<file path="src/rtl/comp_seq_ctrl_pkg.sv">
// Shared definitions for the sequential nibble-serial magnitude comparator.
package comp_seq_ctrl_pkg;

  localparam int NW = 4;

  typedef enum logic [1:0] {
    S_IDLE = 2'b00,
    S_CMP  = 2'b01,
    S_FIN  = 2'b10
  } state_e;

endpackage

</file>
<file path="src/rtl/comp_4bit.sv">
// Combinational 4-bit magnitude comparator; exactly one output is high.
module comp_4bit (
  input  logic [3:0] A,
  input  logic [3:0] B,
  output logic       IG,
  output logic       MA,
  output logic       ME
);

  assign IG = (A == B);
  assign MA = (A > B);
  assign ME = (A < B);

endmodule

</file>
<file path="src/rtl/comp_seq_ctrl.sv">
// Wide-operand magnitude compare, one nibble per clock, MSB nibble first,
// through a single shared comp_4bit; stops at the first unequal nibble.
module comp_seq_ctrl
  import comp_seq_ctrl_pkg::*;
#(
  parameter int NIB = 4,
  parameter int CW  = $clog2(NIB + 1)
) (
  input  logic              CLK,
  input  logic              RST,
  input  logic              START,
  input  logic [4*NIB-1:0]  A,
  input  logic [4*NIB-1:0]  B,
  output logic              BUSY,
  output logic              DONE,
  output logic              IG,
  output logic              MA,
  output logic              ME,
  output logic [CW-1:0]     CYC
);

  localparam int W  = NW * NIB;
  localparam int IW = (NIB > 1) ? $clog2(NIB) : 1;

  state_e          state_q, state_d;
  logic [W-1:0]    rega_q, rega_d;
  logic [W-1:0]    regb_q, regb_d;
  logic [IW-1:0]   idx_q, idx_d;
  logic [CW-1:0]   cyc_q, cyc_d;
  logic            ig_q, ig_d;
  logic            ma_q, ma_d;
  logic            me_q, me_d;

  logic [NW-1:0]   nib_a, nib_b;
  logic            c_ig, c_ma, c_me;

  // Constant-index mux keeps the nibble select width-clean for any NIB.
  always_comb begin
    nib_a = '0;
    nib_b = '0;
    for (int unsigned i = 0; i < NIB; i++) begin
      if (idx_q == IW'(i)) begin
        nib_a = rega_q[i*NW +: NW];
        nib_b = regb_q[i*NW +: NW];
      end
    end
  end

  comp_4bit u_cmp (
    .A  (nib_a),
    .B  (nib_b),
    .IG (c_ig),
    .MA (c_ma),
    .ME (c_me)
  );

  always_ff @(posedge CLK or posedge RST) begin
    if (RST) begin
      state_q <= S_IDLE;
      rega_q  <= '0;
      regb_q  <= '0;
      idx_q   <= '0;
      cyc_q   <= '0;
      ig_q    <= 1'b0;
      ma_q    <= 1'b0;
      me_q    <= 1'b0;
    end else begin
      state_q <= state_d;
      rega_q  <= rega_d;
      regb_q  <= regb_d;
      idx_q   <= idx_d;
      cyc_q   <= cyc_d;
      ig_q    <= ig_d;
      ma_q    <= ma_d;
      me_q    <= me_d;
    end
  end

  always_comb begin
    state_d = state_q;
    rega_d  = rega_q;
    regb_d  = regb_q;
    idx_d   = idx_q;
    cyc_d   = cyc_q;
    ig_d    = ig_q;
    ma_d    = ma_q;
    me_d    = me_q;
    unique case (state_q)
      S_IDLE: begin
        if (START) begin
          rega_d  = A;
          regb_d  = B;
          idx_d   = IW'(NIB - 1);
          cyc_d   = '0;
          ig_d    = 1'b0;
          ma_d    = 1'b0;
          me_d    = 1'b0;
          state_d = S_CMP;
        end
      end
      S_CMP: begin
        cyc_d = cyc_q + CW'(1);
        if (c_ma) begin
          ma_d    = 1'b1;
          state_d = S_FIN;
        end else if (c_me) begin
          me_d    = 1'b1;
          state_d = S_FIN;
        end else if (c_ig && idx_q == '0) begin
          ig_d    = 1'b1;
          state_d = S_FIN;
        end else if (c_ig) begin
          idx_d = idx_q - IW'(1);
        end
      end
      S_FIN: state_d = S_IDLE;
      default: state_d = S_IDLE;
    endcase
  end

  assign BUSY = (state_q == S_CMP) || (state_q == S_FIN);
  assign DONE = (state_q == S_FIN);
  assign IG   = ig_q;
  assign MA   = ma_q;
  assign ME   = me_q;
  assign CYC  = cyc_q;

endmodule

</file>
<file path="config.mk">
export PLATFORM = sky130hd
export DESIGN_NAME = comp_seq_ctrl
export DESIGN_NICKNAME = d
export VERILOG_FILES = /design/src/rtl/comp_seq_ctrl_pkg.sv /design/src/rtl/comp_4bit.sv /design/src/rtl/comp_seq_ctrl.sv
export SDC_FILE = /design/constraint.sdc
export NUM_CORES = 1
export LEC_CHECK = 0
export CAP_MARGIN = 5
export CORE_MARGIN = 2
export CORE_UTILIZATION = 55
export DETAILED_ROUTE_END_ITERATION = 7
export GPL_TIMING_DRIVEN = 0
export PLACE_DENSITY = 0.84
export SLEW_MARGIN = 20
export SYNTH_ARGS = -nofsm -noshare
export SYNTH_HDL_FRONTEND = slang
export SYNTH_HIERARCHICAL = 1
export SYNTH_SLANG_ARGS = --single-unit
</file>
<file path="constraint.sdc">
create_clock -name CLK -period 7.4 [get_ports CLK]
set_input_delay 2.22 -clock CLK [delete_from_list [all_inputs] [get_ports CLK]]
set_output_delay 2.22 -clock CLK [all_outputs]
set_load 0.02 [all_outputs]
</file>
==> flow_metrics.py, run 1 <==
metrics = {
    "route": {
        "dr.pass1.iters": 4,
        "ant_nets": 0,
        "met3_length_um": 165,
        "dr_total_vias": 1664,
        "met1_length_um": 1950,
        "wirelength_um": 4480,
        "route.detailed.drc": 0,
        "wl_per_cell_um": 14.8,
        "dr.first_iter.drc_count": 77,
        "wl_met2_um": 2310,
        "vias_per_cell": 5.49,
        "highest_layer": "met4",
    },
    "cells_and_area": {
        "drive_above_1_share_pct": 18.2,
        "nets": 301,
        "final_core_util_pct": 72.1,
        "num_antenna_cells": 0,
        "post-route-cell-area_mm2": 0.00286,
        "syn2layout_area_growth_pct": 26.7,
    },
    "critical_path": {
        "criticalPathCategory": "reg2out",
        "rrSetupSlack_ns": 3.77,
        "crit_family": "buffers and inverters",
        "crit_required_ns": 5.18,
        "crit_arrival_ns": 1.66,
        "critical_path_cell_count": 3,
        "path_buf_inv": 2,
        "critPathSlowestCell": "clkdlybuf4s50_1",
        "r2r_cells": 13,
        "cp_max_fo": 4,
        "startpoint": "state_q[1]",
        "timing.rr.end": "idx_q[0]",
        "slowest_delay_ns": 0.59,
        "reg2reg_from": "idx_q[0]",
        "path_cells": "inv_1 > ha_1 > clkdlybuf4s50_1",
        "end_kind": "primary output",
        "crit_path_end": "BUSY",
        "worstSetupStartpointType": "flip-flop",
    },
    "logic_synthesis": {
        "syn-num-nets": 252,
        "synth.largest_area_cell": "dfrtp_1",
        "synth.distinct_cells": 35,
        "synth_top_area_share_pct": 46.5,
        "ys_warn_count": 6,
        "synth-edff-count": 0,
        "synth_area_leaders": "dfrtp_1 (46%), mux2_2 (14%), ha_1 (7.7%), a21oi_1 (4.2%), mux2_1 (3.0%)",
        "syn-cell-area_mm2": 0.00226,
        "synth-async-reset-ratio_pct": 100,
        "syn_inst": 203,
        "ys.flop_type": "dfrtp_1",
        "avgSynthCellArea_um2": 11.1,
        "ys_seq_area_share_pct": 46.5,
        "ys_ff_latch": 42,
    },
    "clock_network": {
        "cts_tree": "yes",
        "clk_pin_slew_ns": 0.08,
        "cts_sinks": 42,
        "post_cts_buffers": 0,
        "htreeDepth": 2,
        "ctsResizeCount": 0,
        "clkLatencyLatePin_ns": 0.30,
        "cts_buffers": 5,
        "cts_buffer_depth": 2,
        "root_buffer": "clkbuf_8",
        "ctsHoldBuffers": 0,
    },
    "status": {
        "outcome": "complete, no violations",
    },
    "pwr": {
        "pwr-share-clk_pct": 15.3,
        "p_leak_nw": 1.25,
        "combPwrFrac_pct": 50.1,
        "power.switching_mw": 0.437,
        "p_seq_share_pct": 34.6,
        "internal_power_mw": 0.737,
        "vdd_drop_max_mv": 0.207,
        "p_sw_share_pct": 37.2,
        "power_density_mw_per_mm2": 410,
    },
    "timing": {
        "min_period_ns": 3.88,
        "setup_violations": 0,
        "rsz0062_at_grt": "false",
        "skew_ns": 0.00895,
        "slew_headroom_pct": 70.1,
        "maxSlewViolCount": 0,
        "finalHoldWorstSlack_ns": 0.503,
        "worst_pin_slew_ns": 0.449,
        "fmax_mhz": 258,
        "period_share_pct": 52.5,
        "setup_tns_ns": 0,
        "hold_viol": 0,
    },
    "global_routing": {
        "antenna_found_initial": 0,
        "grt_max_degree": 31,
        "grt_util_all_layers_pct": 22.2,
        "grt_pass1_wl_um": 7470,
        "grt_pass1_vias": 1628,
        "grt_overflow": 0,
    },
    "placement": {
        "routabilityCongestion": 0.776,
        "numPortBuffers": 41,
        "dp_hpwl_um": 3420,
        "dpl_cell_area_mm2": 0.00275,
    },
    "run": {
        "max_cap_viol_count": 0,
    },
    "worst_hold_path": {
        "hold_class": "reg2reg",
        "min_path_cells": 1,
    },
    "floorplan": {
        "die_h_um": 68.1,
        "initial_utilization_pct": 56.9,
        "pin_count": 43,
        "die_x_um": 68.1,
        "core_area_mm2": 0.00397,
        "fp-row-count": 23,
        "dieArea_mm2": 0.00464,
    },
}
## cell usage after synthesis (2+ instances only)
| cell | n |
|---|---|
| dfrtp_1 | 42 |
| o31ai_1 | 3 |
| ha_1 | 14 |
| nand2b_1 | 4 |
| buf_2 | 4 |
| nor2b_1 | 6 |
| mux2i_1 | 2 |
| inv_1 | 16 |
| o21ai_0 | 8 |
| mux2_1 | 6 |
| a221oi_1 | 3 |
| mux2_2 | 28 |
| a21oi_1 | 19 |
| nand3b_1 | 2 |
| a22o_1 | 5 |
| clkbuf_1 | 5 |
| nor2_1 | 3 |
| nand2_1 | 16 |
## how the worst min path moves through the flow
stage / startpoint / endpoint / slack, ns
2_1_floorplan: regb_q[13] / regb_q[13] / 0.46
3_3_place_gp: regb_q[13] / regb_q[13] / 0.48
3_5_place_dp: rega_q[9] / rega_q[9] / 0.48
4_1_cts: regb_q[6] / regb_q[6] / 0.50
5_1_grt: rega_q[9] / rega_q[9] / 0.52
6_report: regb_q[6] / regb_q[6] / 0.50
## per-stage QoR
stage	total power [mW]	instances	setup WS (ns)
floorplan	0.839	203	4.21
detailed placement	0.993	295	3.82
global route	1.27	303	3.43
finish	1.17	303	3.52
global placement	0.965	294	3.35
CTS	1.18	303	3.50
## cells in the final DEF, fill, tap and decap left out, types with 2 or more instances in the layout
cell type,instances
a22o_1,5
nor2b_1,6
nand3b_1,2
inv_1,15
nand2b_1,4
a221oi_1,3
clkbuf_8,5
mux2_2,28
o31ai_1,3
mux2_1,6
ha_1,14
a21oi_1,19
buf_2,4
nor2_1,3
clkdlybuf4s50_1,41
mux2i_1,2
dfrtp_1,42
o21ai_0,8
clkbuf_1,6
nand2_1,16
## power groups by stage
| stage | Clock (mW) | Combinational [mW] | Sequential, mW |
|---|---|---|---|
| 6_report | 0.180 | 0.588 | 0.406 |
| 5_1_grt | 0.193 | 0.655 | 0.418 |
| 4_1_cts | 0.183 | 0.591 | 0.405 |
| 3_5_place_dp | 0 | 0.584 | 0.409 |
| 3_3_place_gp | 0 | 0.563 | 0.402 |
| 2_1_floorplan | 0 | 0.438 | 0.401 |
## flip-flops by register name, indices dropped and copies added (netlist names)
| name | cells |
|---|---|
| rega_q | 16 |
| regb_q | 16 |
| CYC | 3 |
| idx_q | 2 |
| state_q | 2 |
| IG | 1 |
| MA | 1 |
| ME | 1 |
## final cells by class
class                   count  area [um2]
clock buffers               6        72.6
fillers                   290        1110
repair buffers             42         430
clock inverters             2        37.5
well taps                  50        62.6
multi-input cells         136        1110
inverters                  16        60.1
plain buffers               9        38.8
flip-flops and latches     42        1050
## kinds of logic after synthesis
group	after synthesis	share of synthesized area, %
compound gates	49	14.8
mux	36	17.8
flops	42	46.5
simple gates	37	8.74
buf+inv	25	4.37
fa+ha+maj	14	7.75
## worst reg2reg max path, cell delays in order (launching register included)
cell and delay (ns):
dfrtp_1 0.44, inv_1 0.11, ha_1 0.31, clkbuf_1 0.41, a221oi_1 0.10, o31ai_1 0.26, inv_1 0.08, ha_1 0.30
nand2_1 0.07, nor2_1 0.28, a21oi_2 0.12, or3b_1 0.39, a211oi_2 0.29, mux2_1 0.36
## layer usage
metal  vias up  track usage (%)
met5         -                0
met2        35             36.9
met3         6             6.74
met4         0             6.00
met1       807             28.1
li1        816                -
Note: power is estimated with default switching activity, not from simulation.
==> run 2: changes to the inputs <==
- CORE_UTILIZATION: 55 -> 52
- PLACE_DENSITY: 0.84 -> 0.8
- clock period: 7.4 -> 4.01 ns (I/O delays scaled with it)
==> run 2 against run 1 <==
  * Clock power grew 46%
  * Clock-buffer cell count is the same
  * Sequential power grew 84%
  * First-iteration DRC count grew 12%
  * Die area grew 5.4%
  * Sequential share of layout area grew 0.29 points
  * Largest power group unchanged
  * Via count is the same
==> flow_metrics.py, run 2 (synthesis gave the netlist of run 1 again) <==
metrics = {
    "critical_path": {
        "r2r_cells": 13,
        "cp_max_fo": 10,
        "path_cells": "inv_1 > ha_1 > clkbuf_1 > a221oi_1 > o31ai_1 > inv_1 > ha_1 > nand2_1 > nor2_1 > a21oi_2 > or3b_1 > a211oi_2 > mux2_1",
        "end_kind": "flip-flop",
        "worstSetupStartpointType": "flip-flop",
        "criticalPathCategory": "reg2reg",
        "slowest_delay_ns": 0.43,
        "critPathSlowestCell": "clkbuf_1",
        "crit_arrival_ns": 3.80,
        "crit_required_ns": 4.19,
    },
    "pwr": {
        "p_leak_nw": 1.24,
        "power_density_mw_per_mm2": 737,
        "vdd_drop_max_mv": 0.370,
    },
    "timing": {
        "finalHoldWorstSlack_ns": 0.496,
        "skew_ns": 0.00965,
        "worst_pin_slew_ns": 0.490,
        "maxSlewViolCount": 0,
        "hold_viol": 0,
        "slew_headroom_pct": 67.3,
        "setup_tns_ns": 0,
        "setup_violations": 0,
        "fin_ws_ns": 0.384,
        "fmax_mhz": 276,
        "period_share_pct": 90.4,
        "min_period_ns": 3.63,
        "rsz0062_at_grt": "false",
    },
    "placement": {
        "dpl_worst_slack_ns": 0.483,
        "dp_hpwl_um": 3350,
        "numPortBuffers": 41,
        "dpl_cell_area_mm2": 0.00276,
        "routabilityCongestion": 0.814,
    },
    "floorplan": {
        "die_x_um": 69.9,
        "dieArea_mm2": 0.00489,
        "die_h_um": 69.9,
        "fp-row-count": 23,
        "core_area_mm2": 0.00409,
        "initial_utilization_pct": 55.3,
        "pin_count": 43,
    },
    "cells_and_area": {
        "most-common-layout-cells": "dfrtp_1 (42), clkdlybuf4s50_1 (41), mux2_2 (28)",
        "final_core_util_pct": 69.5,
        "fill_cells": 327,
        "drive_above_1_share_pct": 17.9,
        "final_common_cell": "dfrtp_1",
        "post-route-cell-area_mm2": 0.00284,
        "syn2layout_area_growth_pct": 25.7,
        "num_antenna_cells": 0,
        "nets": 301,
    },
    "global_routing": {
        "gr-usage-met3_pct": 4.91,
        "grt_overflow": 0,
        "met2_usage_pct": 32.1,
        "use_met1_pct": 25.5,
        "grt_pass1_wl_um": 7580,
        "grt_max_degree": 24,
        "grt_pass1_vias": 1638,
        "antenna_found_initial": 0,
        "busiest_layer": "met2",
        "grt_util_all_layers_pct": 19.4,
    },
    "route": {
        "dr.first_iter.drc_count": 86,
        "dr.pass1.iters": 4,
        "vias_per_cell": 5.51,
        "wl_per_cell_um": 14.7,
        "route.detailed.drc": 0,
        "ant_nets": 0,
        "wirelength_um": 4430,
        "dr_total_vias": 1664,
    },
    "run": {
        "max_cap_viol_count": 0,
    },
    "clock_network": {
        "ctsResizeCount": 0,
        "cts_buffer_depth": 2,
        "clkLatencyLatePin_ns": 0.29,
        "cts_tree": "yes",
        "root_buffer": "clkbuf_8",
        "htreeDepth": 2,
        "clk_pin_slew_ns": 0.07,
        "post_cts_buffers": 0,
        "ctsHoldBuffers": 0,
        "cts_sinks": 42,
        "cts_buffers": 5,
    },
    "status": {
        "outcome": "complete, no violations",
    },
    "worst_hold_path": {
        "min_path_cells": 1,
        "hold_class": "reg2reg",
    },
}
run 2: cell count changes in the layout (fill, tap and decap cells not counted):
cell       delta
buf_12        -1
buf_16        +1
bufinv_16     -1
run 2: final cells by class:
cell class | instances | area, um2 | share of cell area (%)
multi-input cells | 136 | 1110 | 39.1
clock buffers | 6 | 72.6 | 2.55
clock inverters | 1 | 7.51 | 0.264
flip-flops and latches | 42 | 1050 | 37.0
plain buffers | 9 | 38.8 | 1.37
well taps | 50 | 62.6 | 2.20
inverters | 16 | 60.1 | 2.11
repair buffers | 42 | 438 | 15.4
run 2: final timing paths:
check | start | to | slack [ns]
max reg2reg | idx_q[0] | idx_q[0] | 0.38
min in group asynchronous | RST | CYC[2] | 1.24
max in group asynchronous | RST | rega_q[4] | 2.28
max | idx_q[0] | idx_q[0] | 0.38
min | regb_q[13] | regb_q[13] | 0.50
min reg2reg | regb_q[13] | regb_q[13] | 0.50
run 2: metrics by stage:
stage          total power [mW]  cells
3_5_place_dp               1.83    295
6_report                   2.09    302
5_1_grt                    2.25    302
4_1_cts                    2.10    302
3_3_place_gp               1.79    294
2_1_floorplan              1.55    203
run 2: power breakdown:
group	internal, mW	switching (mW)	total (mW)
logic	0.548	0.535	1.08
registers	0.626	0.121	0.747
clock network	0.119	0.143	0.263
total	1.29	0.799	2.09
run 2: metal layers:
layer,routed length (um),part of all wire [%]
met1,2100,47
met2,2110,48
met3,186,4.2
met4,34,0.77
met5,0,0
run 2: worst max-delay path, delay by kind of cell, from the launching register on:
kind                     cells  cell delay [ns]
multiplexers                 1             0.34
AND/OR/NAND/NOR              3             0.73
adder cells (fa/ha/maj)      2             0.59
flip-flops                   1             0.42
buffers and inverters        3             0.62
AO/OA/AOI/OAI                4             0.81
==> run 3: changes to the inputs <==
- CAP_MARGIN: 5 -> not set
- CORE_MARGIN: 2 -> not set
==> run 3 against run 2 <==
  * Die area fell by 5.6%
  * Clock-buffer cell count did not move
  * Flip-flop and latch count did not move
  * Power rose by 2.8%
  * Cell area rose by 0.79%
  * Combinational power barely moved
  * Clock skew fell by 0.0048 ns
  * Fmax barely moved
  * Sequential share of layout area fell by 0.29 points
  * Critical path type unchanged
  * Largest cell class unchanged
  * Highest routed layer unchanged
==> flow_metrics.py, run 3 (synthesis gave the netlist of run 1 again) <==
metrics = {
    "clock_network": {
        "cts_buffer_depth": 2,
        "cts_sinks": 42,
        "cts_tree": "yes",
        "clkLatencyLatePin_ns": 0.29,
        "clk_pin_slew_ns": 0.08,
        "htreeDepth": 2,
        "ctsResizeCount": 0,
        "post_cts_buffers": 0,
        "root_buffer": "clkbuf_8",
        "ctsHoldBuffers": 0,
        "cts_buffers": 5,
    },
    "cells_and_area": {
        "most-common-layout-cells": "dfrtp_1 (42), clkdlybuf4s50_1 (41), mux2_2 (28)",
        "nets": 301,
        "drive_above_1_share_pct": 18.2,
        "fill_cells": 313,
        "final_common_cell": "dfrtp_1",
        "syn2layout_area_growth_pct": 26.7,
        "post-route-cell-area_mm2": 0.00286,
        "num_antenna_cells": 0,
    },
    "timing": {
        "period_share_pct": 90.4,
        "worst_pin_slew_ns": 0.455,
        "min_period_ns": 3.62,
        "maxSlewViolCount": 0,
        "skew_ns": 0.00482,
        "setup_violations": 0,
        "setup_tns_ns": 0,
        "fin_ws_ns": 0.387,
        "hold_viol": 0,
        "fmax_mhz": 276,
        "rsz0062_at_grt": "false",
        "slew_headroom_pct": 69.7,
    },
    "critical_path": {
        "worstSetupStartpointType": "flip-flop",
        "end_kind": "flip-flop",
        "cp_max_fo": 10,
        "criticalPathCategory": "reg2reg",
        "crit_required_ns": 4.19,
        "rrSetupSlack_ns": 0.39,
        "r2r_cells": 13,
        "crit_arrival_ns": 3.80,
    },
    "global_routing": {
        "grt_overflow": 0,
        "gr-usage-met3_pct": 4.00,
        "met2_usage_pct": 34.6,
        "busiest_layer": "met2",
        "grt_max_degree": 28,
        "grt_pass1_vias": 1584,
        "antenna_found_initial": 0,
        "use_met1_pct": 27.9,
        "grt_util_all_layers_pct": 21.1,
        "grt_pass1_wl_um": 7070,
    },
    "route": {
        "wirelength_um": 4240,
        "vias_per_cell": 5.43,
        "dr.first_iter.drc_count": 84,
        "dr.pass1.iters": 4,
        "wl_per_cell_um": 14.0,
        "ant_nets": 0,
        "route.detailed.drc": 0,
        "dr_total_vias": 1646,
    },
    "floorplan": {
        "initial_utilization_pct": 55.3,
        "die_x_um": 67.9,
        "die_h_um": 67.9,
        "dieArea_mm2": 0.00462,
        "fp-row-count": 23,
        "pin_count": 43,
        "core_area_mm2": 0.00409,
    },
    "placement": {
        "numPortBuffers": 41,
        "dpl_cell_area_mm2": 0.00275,
        "dpl_worst_slack_ns": 0.448,
        "dp_hpwl_um": 3260,
        "routabilityCongestion": 0.823,
    },
    "worst_hold_path": {
        "min_path_cells": 1,
        "hold_class": "reg2reg",
    },
    "pwr": {
        "power_density_mw_per_mm2": 751,
        "totalPowerFinal_mw": 2.15,
        "vdd_drop_max_mv": 0.389,
        "p_leak_nw": 1.25,
    },
    "run": {
        "max_cap_viol_count": 0,
    },
    "status": {
        "outcome": "complete, no violations",
    },
}
[run 3: changes by cell type in the layout (fill, tap and decap cells not counted), sizes merged]
cell	before	now
bufinv	0	1
[run 3: final timing paths]
path,startpoint,to
setup / recovery,idx_q[0],idx_q[0]
hold / removal,regb_q[13],regb_q[13]
setup reg to reg,idx_q[0],idx_q[0]
hold reg to reg,regb_q[13],regb_q[13]
max in group asynchronous,RST,rega_q[10]
min in group asynchronous,RST,regb_q[7]
[run 3: stage by stage]
| stage | util [%] | cells | hold slack (ns) |
|---|---|---|---|
| floorplan | - | 203 | 0.464 |
| global placement | 66.9 | 294 | 0.476 |
| detailed placement | 67.4 | 295 | 0.482 |
| CTS | 70.1 | 303 | 0.502 |
| global route | 70.1 | 303 | 0.526 |
| finish | 70.1 | 303 | 0.501 |
[run 3: report_power, final]
| part | internal [mW] | leakage [nW] | switching, mW |
|---|---|---|---|
| clock network | 0.186 | 0.0514 | 0.147 |
| logic | 0.547 | 0.696 | 0.528 |
| registers | 0.626 | 0.500 | 0.118 |
| total | 1.36 | 1.25 | 0.792 |
[run 3: metal layers]
| layer | wire length [um] | part of all wire [%] | vias to the layer above |
|---|---|---|---|
| met5 | 0 | 0 | - |
| met4 | 62 | 1.5 | 0 |
| met3 | 123 | 2.9 | 8 |
| met1 | 2050 | 48 | 789 |
| met2 | 2000 | 47 | 33 |
| li1 | - | - | 816 |
[run 3: final cells by class]
cell class	instances	area, um2	share of cell area [%]
tap	50	62.6	2.18
inverter	16	60.1	2.10
timing repair buffer	42	430	15.0
clock inverter	2	37.5	1.31
sequential	42	1050	36.7
buffer	9	38.8	1.35
clock buffer	6	72.6	2.53
multi-input combinational	136	1110	38.8
[run 3: critical path, cell delays in order, from the launching register on]
cell	delay, ns
dfrtp_1	0.44
inv_1	0.10
ha_1	0.30
clkbuf_1	0.41
a221oi_1	0.11
o31ai_1	0.27
inv_1	0.08
ha_1	0.30
nand2_1	0.08
nor2_1	0.29
a21oi_2	0.12
or3b_1	0.38
a211oi_2	0.27
mux2_1	0.34
